--- src/rtl/dp_pkg.sv ---
// Purpose: shared width math and lane helpers for the pipelined adder tree.
// Latency: none (package of constant functions and macros).
// Backpressure: not applicable.
`ifndef DP_PKG_SV
`define DP_PKG_SV

// Lane idx of a packed multi-lane bus, each lane w bits wide.
`define DP_LANE(bus, idx, w) bus[(idx)*(w) +: (w)]

// Elaboration-time guard: the result must hold the worst-case tree sum.
`define DP_CHECK_OUT_W(out_w, in_w, levels) if ((out_w) < (in_w) + (levels)) begin : g_out_w_too_small $error("pipelined_sum_tree: OUT_W must be >= IN_W + LEVELS"); end

package dp_pkg;

  // Ceiling log2; clog2(1) = 0.
  function automatic int clog2(input int n);
    int r;
    int v;
    r = 0;
    v = 1;
    while (v < n) begin
      v = v * 2;
      r = r + 1;
    end
    return r;
  endfunction

  // Number of lanes entering tree level k when the tree starts with n lanes.
  function automatic int lanes_at_level(input int n, input int k);
    int c;
    c = n;
    for (int j = 0; j < k; j++) begin
      c = (c + 1) / 2;
    end
    return c;
  endfunction

  // Lane offset of level k inside a flat node array holding every level back to back.
  function automatic int level_offset(input int n, input int k);
    int o;
    o = 0;
    for (int j = 0; j < k; j++) begin
      o = o + lanes_at_level(n, j);
    end
    return o;
  endfunction

endpackage

`endif

--- src/rtl/sum_tree_level.sv ---
// Purpose: one adder-tree level; sums lane pairs, an odd leftover lane passes through.
// Latency: 1 cycle, everything registered.
// Backpressure: none; accepts a beat every cycle, bubbles propagate as valid=0.
module sum_tree_level #(
  parameter int N_IN   = 2,
  parameter int W      = 32,
  parameter int SIDE_W = 2,
  localparam int N_OUT = (N_IN + 1) / 2
) (
  input  logic                clk,
  input  logic                rst,
  input  logic                in_valid,
  input  logic [N_IN*W-1:0]   in_data,
  input  logic [SIDE_W-1:0]   in_side,
  output logic                out_valid,
  output logic [N_OUT*W-1:0]  out_data,
  output logic [SIDE_W-1:0]   out_side
);

  logic [N_OUT*W-1:0] nxt;

  // Pairwise sums; lanes are already wide enough that no carry can be lost.
  always_comb begin
    nxt = '0;
    for (int j = 0; j < N_IN / 2; j++) begin
      nxt[j*W +: W] = in_data[(2*j)*W +: W] + in_data[(2*j+1)*W +: W];
    end
    if (N_IN % 2 == 1) begin
      nxt[(N_OUT-1)*W +: W] = in_data[(N_IN-1)*W +: W];
    end
  end

  // Register the level; data and sideband only load on a real beat.
  always_ff @(posedge clk) begin
    if (rst) begin
      out_valid <= 1'b0;
      out_data  <= '0;
      out_side  <= '0;
    end else begin
      out_valid <= in_valid;
      if (in_valid) begin
        out_data <= nxt;
        out_side <= in_side;
      end
    end
  end

endmodule

--- src/rtl/pipelined_sum_tree.sv ---
// Purpose: masked unsigned adder tree with optional saturating running accumulate.
// Latency: clog2(NUM_IN) tree stages + 1 output stage (5 cycles for 16 lanes).
// Backpressure: none; one beat per cycle, bubbles give out_valid=0 and hold outputs.
module pipelined_sum_tree
  import dp_pkg::*;
#(
  parameter int NUM_IN = 16,
  parameter int IN_W   = 8,
  parameter int OUT_W  = 32
) (
  input  logic                   clk,
  input  logic                   rst,
  input  logic                   in_valid,
  input  logic [NUM_IN*IN_W-1:0] in_data,
  input  logic [NUM_IN-1:0]      in_mask,
  input  logic                   acc_mode,
  input  logic                   acc_clr,
  output logic                   out_valid,
  output logic [OUT_W-1:0]       sum_out,
  output logic                   ovf
);

  localparam int LEVELS = clog2(NUM_IN);
  // Every level's lanes live back to back in one flat vector; the root is the last lane.
  localparam int TOTAL  = level_offset(NUM_IN, LEVELS) + 1;

  `DP_CHECK_OUT_W(OUT_W, IN_W, LEVELS)

  logic [TOTAL*OUT_W-1:0]    node;
  logic [LEVELS:0]           vld;
  logic [2*(LEVELS+1)-1:0]   side;   // {acc_mode, acc_clr} travelling with each beat

  // Level-0 lanes: masked, then zero-extended to the result width.
  for (genvar i = 0; i < NUM_IN; i++) begin : g_lane
    assign node[i*OUT_W +: OUT_W] =
      in_mask[i] ? {{(OUT_W-IN_W){1'b0}}, `DP_LANE(in_data, i, IN_W)} : '0;
  end

  assign vld[0]     = in_valid;
  assign side[1:0]  = {acc_mode, acc_clr};

  for (genvar k = 0; k < LEVELS; k++) begin : g_level
    localparam int N_K   = lanes_at_level(NUM_IN, k);
    localparam int N_O   = (N_K + 1) / 2;
    localparam int OFF_I = level_offset(NUM_IN, k);
    localparam int OFF_O = level_offset(NUM_IN, k + 1);

    sum_tree_level #(
      .N_IN   (N_K),
      .W      (OUT_W),
      .SIDE_W (2)
    ) u_level (
      .clk       (clk),
      .rst       (rst),
      .in_valid  (vld[k]),
      .in_data   (node[OFF_I*OUT_W +: N_K*OUT_W]),
      .in_side   (side[2*k +: 2]),
      .out_valid (vld[k+1]),
      .out_data  (node[OFF_O*OUT_W +: N_O*OUT_W]),
      .out_side  (side[2*(k+1) +: 2])
    );
  end

  logic [OUT_W-1:0] tree;
  logic             tree_vld;
  logic             tree_mode;
  logic             tree_clr;
  logic [OUT_W:0]   acc_sum;

  assign tree      = node[(TOTAL-1)*OUT_W +: OUT_W];
  assign tree_vld  = vld[LEVELS];
  assign tree_mode = side[2*LEVELS + 1];
  assign tree_clr  = side[2*LEVELS];

  // sum_out doubles as the accumulator: every rule leaves accumulator == sum_out.
  assign acc_sum = {1'b0, sum_out} + {1'b0, tree};

  // Output stage: plain sum, restart, or saturating accumulate with sticky overflow.
  always_ff @(posedge clk) begin
    if (rst) begin
      out_valid <= 1'b0;
      sum_out   <= '0;
      ovf       <= 1'b0;
    end else begin
      out_valid <= tree_vld;
      if (tree_vld) begin
        if (!tree_mode) begin
          sum_out <= tree;
        end else if (tree_clr) begin
          sum_out <= tree;
          ovf     <= 1'b0;
        end else if (acc_sum[OUT_W]) begin
          sum_out <= '1;
          ovf     <= 1'b1;
        end else begin
          sum_out <= acc_sum[OUT_W-1:0];
        end
      end
    end
  end

endmodule

--- config.mk ---
export PLATFORM = sky130hd
export DESIGN_NAME = pipelined_sum_tree
export DESIGN_NICKNAME = d
export VERILOG_FILES = /design/src/rtl/dp_pkg.sv /design/src/rtl/sum_tree_level.sv /design/src/rtl/pipelined_sum_tree.sv
export SDC_FILE = /design/constraint.sdc
export NUM_CORES = 1
export LEC_CHECK = 0
export ABC_AREA = 0
export CAP_MARGIN = 5
export CORE_MARGIN = 5
export CORE_UTILIZATION = 45
export CTS_BUF_LIST = sky130_fd_sc_hd__clkbuf_2
export CTS_CLUSTER_DIAMETER = 40
export DETAILED_ROUTE_END_ITERATION = 8
export HOLD_SLACK_MARGIN = 0.12
export PLACE_DENSITY = 0.69
export SLEW_MARGIN = 20
export SYNTH_ARGS = -nofsm -noshare
export SYNTH_HDL_FRONTEND = slang
export SYNTH_SLANG_ARGS = --single-unit
--- constraint.sdc ---
create_clock -name clk -period 3.1 [get_ports clk]
set_input_delay 0.465 -clock clk [delete_from_list [all_inputs] [get_ports clk]]
set_output_delay 0.465 -clock clk [all_outputs]
set_load 0.1 [all_outputs]
# After elaboration in Yosys (flattened, before gate mapping)
# Index checks and enable logic that the tools add are counted.
# classes
mux	21
reduce_logical	2
n_bitwise	0
div_mod_pow	0
shifts	0
n_eq_ne	0
multipliers	0
add_sub_neg	16
n_lt_le_gt_ge	0
# op_table
op	count
32-bit adder	7
8-bit two-way mux	16
32-bit two-way mux	3
8-bit by 8-bit adder with 9-bit output	8
32-bit by 32-bit adder with 33-bit output	1
3-bit AND reduction	1
1-bit two-way mux	2
2-bit nonzero test	1
# totals
mem_bits_ro	0
mem_count	0
latch_bits	0
ram_bits	0
out_inout_bits	34
ff_bits	526

# Longest topological paths before layout
# Gate-level depths: netlist of the first run.
# logic_depth
word_depth	4
ltp_mapped	10

# Modules after synthesis
# Synthesis of the first run repeated with hierarchy kept, for this count alone.
# unflattened
hier_cells	5572
hier_area_um2	44328.8
# modules_own_cells
mod	cells_each	area_each_um2	seq_area_each_um2	instances
sum_tree_level at g_level[0].u_level	2488	20324.5	5185.0	1
sum_tree_level at g_level[1].u_level	1444	11220.8	2622.5	1
sum_tree_level at g_level[2].u_level	718	5753.0	1341.3	1
pipelined_sum_tree	543	3995.1	680.7	1
sum_tree_level at g_level[3].u_level	379	3035.4	700.7	1

# Worst setup path after synthesis of the first run
# No wires, ideal clock.
# synth_timing
path_type	register to register
start	reg sum_out[0]
end	reg sum_out[30]
synth_period_minus_slack_ns	3.179
slack_ns	-0.079
stages_incl_launch_ff	10
arrival_time_ns	3.093
path_cell_list	dfxtp_1 ha_1 fa_1 a21o_1 a221oi_2 or4_1 buf_2 a211o_1 a41o_1 a221oi_2
# synth_between
elab_chain_cells	4
# synth_rtl
item	line_no	rtl
start: declaration	pipelined_sum_tree.sv:19	output logic [OUT_W-1:0] sum_out,
start signal: assignment	pipelined_sum_tree.sv:88	sum_out <= tree;
start signal: assignment	pipelined_sum_tree.sv:90	sum_out <= tree;
start signal: assignment	pipelined_sum_tree.sv:96	sum_out <= acc_sum[OUT_W-1:0];
32-bit by 32-bit adder with 33-bit output	pipelined_sum_tree.sv:76	assign acc_sum = {1'b0, sum_out} + {1'b0, tree};
32-bit two-way mux	pipelined_sum_tree.sv:92	end else if (acc_sum[OUT_W]) begin
32-bit two-way mux	pipelined_sum_tree.sv:89	end else if (tree_clr) begin
32-bit two-way mux	pipelined_sum_tree.sv:87	if (!tree_mode) begin
# Every way passes these cells.
# A chain may end at the register's enable or synchronous reset.

# Worst setup path in the final report of the first run
# layout_timing
start	reg g_level[3].u_level.out_data[0]
end	reg sum_out[2]
# layout_between
elab_chain_cells	4
# layout_rtl
item	line_no	rtl
start: declaration	sum_tree_level.sv:16	output logic [N_OUT*W-1:0] out_data,
start signal: assignment	sum_tree_level.sv:42	out_data <= nxt;
32-bit by 32-bit adder with 33-bit output	pipelined_sum_tree.sv:76	
32-bit two-way mux	pipelined_sum_tree.sv:92	
32-bit two-way mux	pipelined_sum_tree.sv:89	
32-bit two-way mux	pipelined_sum_tree.sv:87	
# Every way passes these cells.

==> impl_metrics.toml, run 1 <==
[sta]
maxSlewViolCount = 0
hold_viol_final = 0
skew_ns = 0.0415
worst_pin_slew_ns = 0.859
setup_viol = 0
maxSlewHeadroom_pct = 42.5
post-route-period-util_pct = 93.9
fmax_mhz = 343
tns_ns = 0
rsz0062_at_grt = "false"
whs_ns = 0.266
period_minus_slack_ns = 2.91

[grt]
antenna_found_initial = 1
grt_overflow_total = 0
grt_max_degree = 173
grt_pass1_vias = 11500
grt_usage_pct = 19.5
grt_pass1_wl_um = 55400

[placement]
portBuffers = 182
gp_congestion = 0.931
dpl.hpwl_um = 25800
placed_cells = 2164

[worst_hold_path]
hold_depth = 5
hold_start = "rst"
hp-class = "primary input to flip-flop"

[critical_path]
crit_path_end_kind = "flip-flop"
cp_cell_sequence = "ha_1 > fa_1 > a21o_1 > a221oi_2 > or4_1 > buf_4 > a211o_1 > and2_1 > a311oi_2"
slowest_delay_ns = 0.60
crit_fanout = 6
worstPathArrival_ns = 3.59
crit_start = "g_level[3].u_level.out_data[0]$_SDFFE_PP0P_"
required_ns = 3.78
cp_slowest_cell = "or4_1"
worstSetupPathType = "flip-flop to flip-flop"
worst-r2r-cell-count = 9
startpoint_type = "flip-flop"
worstReg2RegStart = "g_level[3].u_level.out_data[0]$_SDFFE_PP0P_"

[cells_and_area]
fill_cells = 2840
fin_cells = 2198
fin_nets = 2102
drive_gt1_share_pct = 6.53
area_growth_pct = 18.6

[detailed_routing]
antenna_left = 0
drc = 0
dr.pass1.iters = 5
num_vias = 12000
drt-vias-per-instance = 5.45
avgRoutedWirePerCell_um = 15.2
drt_iter0_drc = 619
wl_um = 33300

[power_and_ir_drop]
finalPower_mw = 5.08
ir_drop_uv = 240
cellPowerDensity_nw_per_um2 = 317
p_leak_nw = 6.78

[synth]
syn-cell-area_um2 = 13500
synth_edf_count = 0
synth_top_cell_by_area = "dfxtp_1"
synth.avg_cell_area_um2 = 8.33
ys_ff_latch = 192
yosysUniqueCellTypes = 67
syn_inst = 1622
async_flop_share_pct = 0
synth_top_area_share_pct = 28.5
ys_top_cells_by_area = "dfxtp_1 28%, ha_1 13%, and2_1 5.7%"
synth_top_flop_cell = "dfxtp_1"
synth_most_common_cell = "dfxtp_1"
synth_nets = 1930
synth_warnings = 0
ys_seq_area_share_pct = 28.5
synth.top_cells.by_count = "192 x dfxtp_1, 175 x nor2_1, 143 x ha_1"

[clock_network]
numCtsBuffers = 17
clock_path_buffers = 2
cts_tree = "yes"
htree_num_levels = 4
post_cts_buffers = 0
cts_sinks = 192
cts-root-buf = "clkbuf_2"
clkLatencyLatePin_ns = 0.76
clk_pin_slew_worst_paths_ns = 0.28

[floorplanning]
die_h_um = 183
ios = 183
core_area_um2 = 29600
die_width_um = 183
row_count = 63
start_util_pct = 45.6
die-area_um2 = 33600

[status]
status = "finished clean"

[job]
cap_violations = 0
flip-flops by register name (all words and copies together), names as in the netlist:
signal	count
sum_out	32
g_level.u_level.out_valid	4
g_level.u_level.out_data	146
g_level.u_level.out_side	8
out_valid	1
ovf	1
final timing paths:
| path | endpoint | slack [ns] |
|---|---|---|
| max | sum_out[2]$_SDFFE_PP0P_ | 0.19 |
| min | sum_out[10]$_SDFFE_PP0P_ | 0.27 |
| max reg2reg | sum_out[2]$_SDFFE_PP0P_ | 0.19 |
| min reg2reg | sum_out[0]$_SDFFE_PP0P_ | 0.50 |
per-layer routing:
layer / part of all wire, % / wire length (um) / up-vias / track usage (%)
met1: 49 / 16300 / 5463 / 26.6
li1: - / - / 6223 / -
met5: 0 / 0 / - / 0
met2: 45 / 15200 / 263 / 33.0
met4: 1.3 / 444 / 0 / 3.93
met3: 4.2 / 1400 / 29 / 2.78
cell type report:
| class | count | area, um2 | share of cell area [%] |
|---|---|---|---|
| diodes | 1 | 2.50 | 0.0156 |
| clock buffers | 17 | 85.1 | 0.531 |
| clock inverters | 15 | 148 | 0.922 |
| inverters | 78 | 293 | 1.83 |
| multi-input cells | 1289 | 9140 | 57.1 |
| flip-flops and latches | 192 | 3850 | 24.0 |
| well taps | 390 | 488 | 3.05 |
| repair buffers | 216 | 2010 | 12.6 |
what timing repair did:
| action | CTS | global route |
|---|---|---|
| endpoints found under the setup margin | 0 | 2 |
| hold endpoints to repair | 3 | 0 |
| hold buffers | 1 | 0 |
| gates resized for setup | 0 | 2 |
where the power goes:
| part | switching, mW | leakage, nW | internal [mW] | total (mW) |
|---|---|---|---|---|
| sequential | 0.0897 | 1.56 | 2.59 | 2.68 |
| clock | 0.971 | 0.141 | 0.262 | 1.23 |
| combinational | 0.581 | 5.08 | 0.591 | 1.17 |
| total | 1.64 | 6.78 | 3.44 | 5.08 |
through the flow:
step | setup WS (ns) | cell area [um2] | utilization (%)
finish | 0.188 | 16000 | 54.0
global route | 0.0190 | 16000 | 54.0
CTS | 0.0599 | 16000 | 54.0
detailed placement | -0.0797 | 15800 | 53.2
global placement | 0.0720 | 15800 | 53.2
floorplan | 0.0517 | 13500 | -
worst max-delay path, delay by kind of cell (launching register included):
family                   cells  cell delay [ns]
buffers and inverters        1             0.20
adder cells (fa/ha/maj)      2             0.46
flip-flops                   1             0.42
AO/OA/AOI/OAI                4             0.89
AND/OR/NAND/NOR              2             0.89
cell families after synthesis:
| logic type | Yosys count | share of synthesized area (%) |
|---|---|---|
| mux | 66 | 4.89 |
| flops | 192 | 28.5 |
| xor+xnor | 60 | 3.89 |
| compound gates | 366 | 19.0 |
| simple gates | 638 | 24.2 |
| buf+inv | 141 | 3.96 |
| fa+ha+maj | 159 | 15.6 |
cell usage in the layout (no fill, tap or decap), types with 25 or more instances in the layout:
| cell | Yosys | routed |
|---|---|---|
| a21o_1 | 25 | 25 |
| and2_1 | 123 | 123 |
| xnor2_1 | 35 | 35 |
| o21ai_0 | 75 | 75 |
| ha_1 | 143 | 143 |
| nor2_1 | 175 | 175 |
| xor2_1 | 25 | 25 |
| clkdlybuf4s50_1 | 0 | 146 |
| a211oi_1 | 30 | 29 |
| mux2i_1 | 66 | 66 |
| nor3_1 | 66 | 66 |
| nand2_1 | 117 | 117 |
| buf_4 | 1 | 66 |
| dfxtp_1 | 192 | 190 |
| a21oi_1 | 66 | 66 |
| inv_1 | 75 | 75 |
No activity file was read; power rests on OpenSTA's default activity.
==> run 2: changes to the inputs <==
CAP_MARGIN = not set   (was 5)
==> results of run 2 <==
The final DEF is identical to that of run 1; final timing and power are the same.
